**src/rtl/dispatch_ctrl.sv**
```systemverilog
// dispatch_ctrl: one-entry skid register between rename and the ALU/branch/LSU
// reservation stations. It steers the held instruction by its fu field, gates
// dispatch on ROB space and the target station's full flag, and owns the
// physical-register ready table that the stations read for wakeup.

package dispatch_pkg;
  localparam int RD_PREG_W = 7;

  typedef struct packed {
    logic [31:0]          pc;
    logic [4:0]           rob_tag;
    logic [6:0]           opcode;
    logic [2:0]           func3;
    logic [6:0]           func7;
    logic [1:0]           fu;
    logic [RD_PREG_W-1:0] pd_new;
    logic [RD_PREG_W-1:0] ps1;
    logic [RD_PREG_W-1:0] ps2;
    logic [31:0]          imm;
  } rename_data;
endpackage

module dispatch_ctrl
  import dispatch_pkg::*;
#(
  parameter int NUM_PREG = 128,
  parameter int PREG_W   = 7,
  parameter int NUM_RS   = 3
) (
  input  logic                clk,
  input  logic                reset,
  input  logic                rn_valid,
  input  rename_data          rn_data,
  output logic                rn_ready,
  input  logic                rob_full,
  output logic                rob_alloc,
  input  logic [NUM_RS-1:0]   rs_full,
  output logic [NUM_RS-1:0]   di_en,
  output rename_data          r_data,
  input  logic                cdb_valid,
  input  logic [PREG_W-1:0]   cdb_pd,
  input  logic                mispredict,
  output logic [NUM_PREG-1:0] preg_rtable,
  output logic [31:0]         stall_cycles
);

  rename_data          r_buf;
  logic                r_buf_valid;
  logic [31:0]         r_stall_cycles;
  logic [NUM_PREG-1:0] r_rtable;

  logic w_fu_ok;
  logic w_rs_blk;
  logic w_fire;
  logic w_capture;
  logic w_writes_rd;

  // Look up the target station's full flag; an out-of-range fu never matches,
  // so the instruction stays blocked and is counted as a stall.
  always_comb begin
    w_fu_ok  = 1'b0;
    w_rs_blk = 1'b1;
    for (int i = 0; i < NUM_RS; i++) begin
      if (int'(r_buf.fu) == i) begin
        w_fu_ok  = 1'b1;
        w_rs_blk = rs_full[i];
      end
    end
  end

  assign w_fire      = r_buf_valid && !rob_full && !w_rs_blk && !mispredict && w_fu_ok;
  // During a mispredict rename is flushing too, so nothing is accepted.
  assign rn_ready    = !mispredict && (!r_buf_valid || w_fire);
  assign w_capture   = rn_valid && rn_ready;
  assign w_writes_rd = (r_buf.opcode != 7'h23) && (r_buf.opcode != 7'h63);
  assign rob_alloc   = w_fire;

  // One-hot enable to the selected station, same cycle as fire.
  always_comb begin
    di_en = '0;
    for (int i = 0; i < NUM_RS; i++) begin
      di_en[i] = w_fire && (int'(r_buf.fu) == i);
    end
  end

  // Stations see zeros when nothing is held, so a stale entry never leaks out.
  assign r_data = r_buf_valid ? r_buf : '0;

  // Skid register: load on accept, drop on fire, flush on mispredict.
  always_ff @(posedge clk or posedge reset) begin
    if (reset) begin
      r_buf_valid <= 1'b0;
      r_buf       <= '0;
    end else if (mispredict) begin
      r_buf_valid <= 1'b0;
    end else if (w_capture) begin
      r_buf_valid <= 1'b1;
      r_buf       <= rn_data;
    end else if (w_fire) begin
      r_buf_valid <= 1'b0;
    end
  end

  // Saturating count of cycles where a held instruction could not go.
  always_ff @(posedge clk or posedge reset) begin
    if (reset) begin
      r_stall_cycles <= '0;
    end else if (r_buf_valid && !w_fire && !mispredict && (r_stall_cycles != 32'hFFFF_FFFF)) begin
      r_stall_cycles <= r_stall_cycles + 32'd1;
    end
  end

  assign stall_cycles = r_stall_cycles;

  // Ready table: writeback sets, dispatch of a new destination clears. The
  // clear is written last so it wins when both hit the same preg. Preg 0 is
  // never written and stays ready from reset.
  always_ff @(posedge clk or posedge reset) begin
    if (reset) begin
      r_rtable <= '1;
    end else begin
      if (cdb_valid && (cdb_pd != '0)) begin
        r_rtable[cdb_pd] <= 1'b1;
      end
      if (w_fire && w_writes_rd && (r_buf.pd_new != '0)) begin
        r_rtable[r_buf.pd_new] <= 1'b0;
      end
    end
  end

  assign preg_rtable = r_rtable;

endmodule

```
**config.mk**
```make
export PLATFORM = sky130hd
export DESIGN_NAME = dispatch_ctrl
export DESIGN_NICKNAME = d
export VERILOG_FILES = /design/src/rtl/dispatch_ctrl.sv
export SDC_FILE = /design/constraint.sdc
export NUM_CORES = 1
export LEC_CHECK = 0
export CELL_PAD_IN_SITES_DETAIL_PLACEMENT = 0
export CELL_PAD_IN_SITES_GLOBAL_PLACEMENT = 1
export CORE_AREA = 2 2 185 187
export DETAILED_ROUTE_END_ITERATION = 8
export DIE_AREA = 0 0 187 189
export PLACE_DENSITY = 0.84
export SLEW_MARGIN = 20
export SYNTH_ARGS = -nofsm -noshare
export SYNTH_HDL_FRONTEND = slang
export SYNTH_SLANG_ARGS = --single-unit
```
**constraint.sdc**
```tcl
create_clock -name clk -period 14.8 [get_ports clk]
set_clock_uncertainty 0.15 [all_clocks]
set_input_delay 2.22 -clock clk [delete_from_list [all_inputs] [get_ports clk]]
set_output_delay 2.22 -clock clk [all_outputs]
set_load 0.005 [all_outputs]
```
# [Word level (Yosys, flattened, before mapping)]
# Cells that the tools add are included.
[word_totals] mem_bits_rw=0 word_cells=72 mem_bits_ro=0 reg_bits=270 latchBits=0 memories=0 input_bits=125
[classes] div=0 n_lt_le_gt_ge=4 reduce_logical=29 eq_ne=5 mul=0 muxes=16 bitwise_logic=4 n_addsub=1 shifts=0
[op_table] op="2-to-1 mux 128 bit" count=2
[op_table] op="AND 128 bit" count=1
[op_table] op="inverter 128 bit" count=1
[op_table] op="OR 128 bit" count=1
[op_table] op="2-to-1 mux 109 bit" count=1
[op_table] op="adder 32 x 1 -> 32 bit (second input constant)" count=1
[op_table] op="!= test 32 bit (second input constant)" count=1
[op_table] op="logical AND 1 bit" count=18
[op_table] op="< comparator 7 x 8 -> 1 bit (second input constant)" count=2
[op_table] op="demux 1 bit (select 7 bit)" count=2
[op_table] op="greater-or-equal comparator 7 x 1 -> 1 bit (second input constant)" count=2
[op_table] op="nonzero test 7 bit" count=2
[op_table] op="2-to-1 mux 1 bit" count=11
[op_table] op="!= test 7 x 6 -> 1 bit (second input constant)" count=1
[op_table] op="!= test 7 bit (second input constant)" count=1
[op_table] op="zero test 1 bit" count=5
[op_table] op="equality test 2 bit (second input constant)" count=2
[op_table] op="nonzero test 3 bit" count=1
[op_table] op="zero test 2 bit" count=1
[op_table] op="AND reduction 2 bit" count=1
[op_table] op="logical OR 1 bit" count=1
[op_table] op="inverter 1 bit" count=1

# [Longest topological paths before layout]
[depth] word_depth=13 mapped_depth=8

# [Worst setup path before layout]
# No wires, ideal clock.
[synth_timing] path_type="input to output" startpoint="input port rob_full" endpoint="output port di_en[1]" cell_stages=4 t_required_ns=12.430 n_path_buf=1 t_arrival_ns=3.511 path_slack_ns=8.919 path_cell_list="or3b_1 > or4_1 > buf_2 > nor3b_1"
[synth_via] elab_chain_cells=6
[synth_lines] element="start: declaration" line_no="35" rtl="input logic rob_full,"
[synth_lines] element="zero test 1 bit" line_no="71" rtl="assign w_fire = r_buf_valid && !rob_full && !w_rs_blk && !mispredict && w_fu_ok;"
[synth_lines] element="logical AND 1 bit (4 in a row)" line_no="71"
[synth_lines] element="logical AND 1 bit" line_no="82" rtl="di_en[i] = w_fire && (int'(r_buf.fu) == i);"
[synth_lines] element="end: declaration" line_no="38" rtl="output logic [NUM_RS-1:0] di_en,"
# Every way passes these cells.

# [Worst setup path after layout]
[layout_timing] startpoint="input port mispredict" endpoint="output port di_en[2]"
[layout_via] elab_chain_cells=4
[layout_lines] element="start: declaration" line_no="42" rtl="input logic mispredict,"
[layout_lines] element="zero test 1 bit" line_no="71"
[layout_lines] element="logical AND 1 bit (2 in a row)" line_no="71"
[layout_lines] element="logical AND 1 bit" line_no="82"
# Every way passes these cells.

==> impl_metrics.toml <==
[final_layout]
multi_input_area_um2 = 4400
design_area_um2 = 17000
diodes = 0
syn2layout_area_growth_pct = 46.6
fillers = 2945
finalNonFillerCells = 1857
num-nets-final = 1514
drive_above_1_share = 0.158
seq_area_um2 = 6920
final_cell_mix = "clkdlybuf4s50_1, a21oi_1, dfrtp_1"
final_common_cell = "clkdlybuf4s50_1"

[floorplanning]
num_rows = 67
start_util = 0.348
die-area_um2 = 35300
pin_count = 399
die-height_um = 189
die_w_um = 187
core-area_um2 = 33300

[route]
antenna_left = 0
dr.pass1.iters = 5
wire_per_inst_um = 20.7
wl_um = 38400
drt_iter0_markers = 576
vias = 9578
drt-vias-per-instance = 5.16
drc = 0

[power]
p_int_mw = 1.60
sw_frac_of_total = 0.266
power_frac_comb = 0.215
switchingPower_mw = 0.580
power_mw = 2.18
peakVddDrop_mv = 0.101
powerDensity_nw_per_um2 = 129
power.share.clock = 0.332
power.leakage_nw = 6.62
p_seq_frac = 0.453

[sta]
period_share = 0.472
finalHoldViolations = 0
fin_tns_setup_ps = 0
rsz0062_at_grt = "false"
max_slew.worst_pin.slew_ps = 1100
fmax_ghz = 0.143
finalSetupViolCount = 0
whs_ps = 217
slew_violations = 0
relSlewSlack = 0.264
finalCriticalPeriod_ps = 6990

[synth]
synth.net_count = 1116
ys.warnings.count = 0
yosysTopAreaCellShare = 0.307
ys_top_cells_by_area = "dfrtp_1, dfstp_2, a21oi_1"
ys_seq_area_frac = 0.597
ys_types = 39
yosysTopAreaCell = "dfrtp_1"
avgSynthCellArea_um2 = 11.7
ys_ff_latch = 270
netlist_area_um2 = 11600
synth_cells = 990

[clock_tree]
cts.sinks = 270
cts_tree = "built"
numCtsBuffers = 29
root_buffer = "clkbuf_16"
ctsHoldBuffers = 0
cts_htree_levels = 1
cts.path.max_buffers = 3
insertion_delay_ps = 540
clk_pin_slew_ps = 60
cts_setup_buffers = 0
cts_resized = 0

[global_route]
gr-usage-all-layers = 0.213
antenna_found_initial = 0
grt_overflow_total = 0
grt_pass1_vias = 10023
grt_max_degree = 127
grt_first_pass_wirelength_um = 59600

[flow_run]
cap_violations = 0

[setup_path]
cp_cell_sequence = "clkdlybuf4s50_1, or3b_1, or4_1, nor3b_1, clkdlybuf4s50_1"
cp_max_fo = 6
cpPeakStageDelay_ps = 690
worst-endpoint-arrival_ps = 4620
crit_path_end_kind = "primary output"
slowest_stage = "or4_1"
worst_r2r_endpoint = "r_buf[43]"
crit_required_ps = 12430
path_class = "in -> out"
r2r_slack_ps = 10310
startpoint_type = "input port"
r2r_cells = 7
r2r_start = "r_buf_valid"
cp_common_cell = "clkdlybuf4s50_1"

[hold_path]
min-delay-start = "preg_rtable[0]"
holdPathStages = 0
whs_endpoint = "preg_rtable[0]"
min_path_type = "reg -> reg"

[placement]
place_area_um2 = 16000
dp_cells = 1805
port-buffer-count = 398
hpwl_um = 27300
gp_congestion = 0.818

[status]
outcome = "finished, final reports clean"
synth_stat cells:
| cell type | number |
|---|---|
| a211oi_1 | 2 |
| a21oi_1 | 247 |
| a21oi_2 | 1 |
| a31oi_1 | 10 |
| a41oi_1 | 1 |
| and2_1 | 113 |
| and3_1 | 6 |
| and4_1 | 2 |
| buf_2 | 2 |
| buf_6 | 1 |
| buf_8 | 10 |
| clkbuf_1 | 37 |
| dfrtp_1 | 142 |
| dfstp_2 | 128 |
| ha_1 | 1 |
| inv_1 | 5 |
| mux2_1 | 99 |
| mux2_2 | 11 |
| nand2_1 | 21 |
| nand2b_1 | 14 |
| nand3_1 | 10 |
| nand3b_1 | 1 |
| nand4_1 | 15 |
| nand4b_1 | 1 |
| nor2_1 | 38 |
| nor2b_1 | 1 |
| nor3_1 | 19 |
| nor3b_1 | 6 |
| nor4_1 | 8 |
| nor4_2 | 1 |
| nor4b_1 | 2 |
| o21a_1 | 1 |
| o41ai_1 | 1 |
| or2_2 | 1 |
| or3b_1 | 1 |
| or4_1 | 1 |
| or4b_2 | 1 |
| xnor2_1 | 23 |
| xor2_1 | 6 |
through the flow:
stage          utilization  worst slack (ps)
2_1_floorplan            -              5200
3_3_place_gp         0.481              7870
3_5_place_dp         0.481              7810
4_1_cts              0.510              7810
5_1_grt              0.510              7690
6_report             0.510              7810
layer usage:
metal / global-route usage / vias to the layer above / wire length [µm]
li1: - / 4284 / -
met1: 0.262 / 4747 / 15400
met2: 0.353 / 469 / 18100
met3: 0.0717 / 78 / 3780
met4: 0.0681 / 0 / 1180
met5: 0 / - / 0
how the worst max path moves through the flow:
| stage | from | to | slack [ps] | cells after the start |
|---|---|---|---|---|
| after global routing | mispredict | di_en[2] | 7690 | 5 |
| after CTS | mispredict | di_en[2] | 7810 | 5 |
| after global placement | mispredict | di_en[1] | 7870 | 5 |
| after floorplan | reset | r_buf[0] | 5200 | 1 |
| after detailed placement | mispredict | di_en[2] | 7810 | 5 |
| final | mispredict | di_en[2] | 7810 | 5 |
flip-flops by register name (all words and copies together) (netlist names):
| signal | cells |
|---|---|
| preg_rtable | 128 |
| r_buf | 109 |
| stall_cycles | 32 |
| r_buf_valid | 1 |
power by group through the flow:
stage	logic (mW)	clock network (mW)	registers [mW]
floorplan	0.200	0	0.965
global placement	0.464	0	0.995
detailed placement	0.474	0	0.999
CTS	0.477	0.744	0.989
global route	0.512	0.776	1.01
finish	0.470	0.725	0.989
worst max-delay path: cells and delay by family:
kind,cells,cell delay (ps)
and+or+nand+nor,3,1380
buffers and inverters,2,1020
kinds of logic (layout without fill, tap and decap cells):
kind of cell,count (synthesis),after routing,share of synthesized area
XOR/XNOR,29,29,0.0219
adder cells (fa/ha/maj),1,1,0.00108
AND/OR/NAND/NOR,262,262,0.129
flip-flops,270,270,0.597
buffers and inverters,55,474,0.0284
multiplexers,110,110,0.107
AO/OA/AOI/OAI,263,263,0.116
final cells by class:
type | count | share of cell area
clock buffer | 43 | 0.0519
timing repair buffer | 417 | 0.243
tap | 448 | 0.0330
inverter | 5 | 0.00155
sequential | 270 | 0.407
clock inverter | 9 | 0.00427
multi-input combinational | 665 | 0.259
Power figures use the tool's default switching activity.
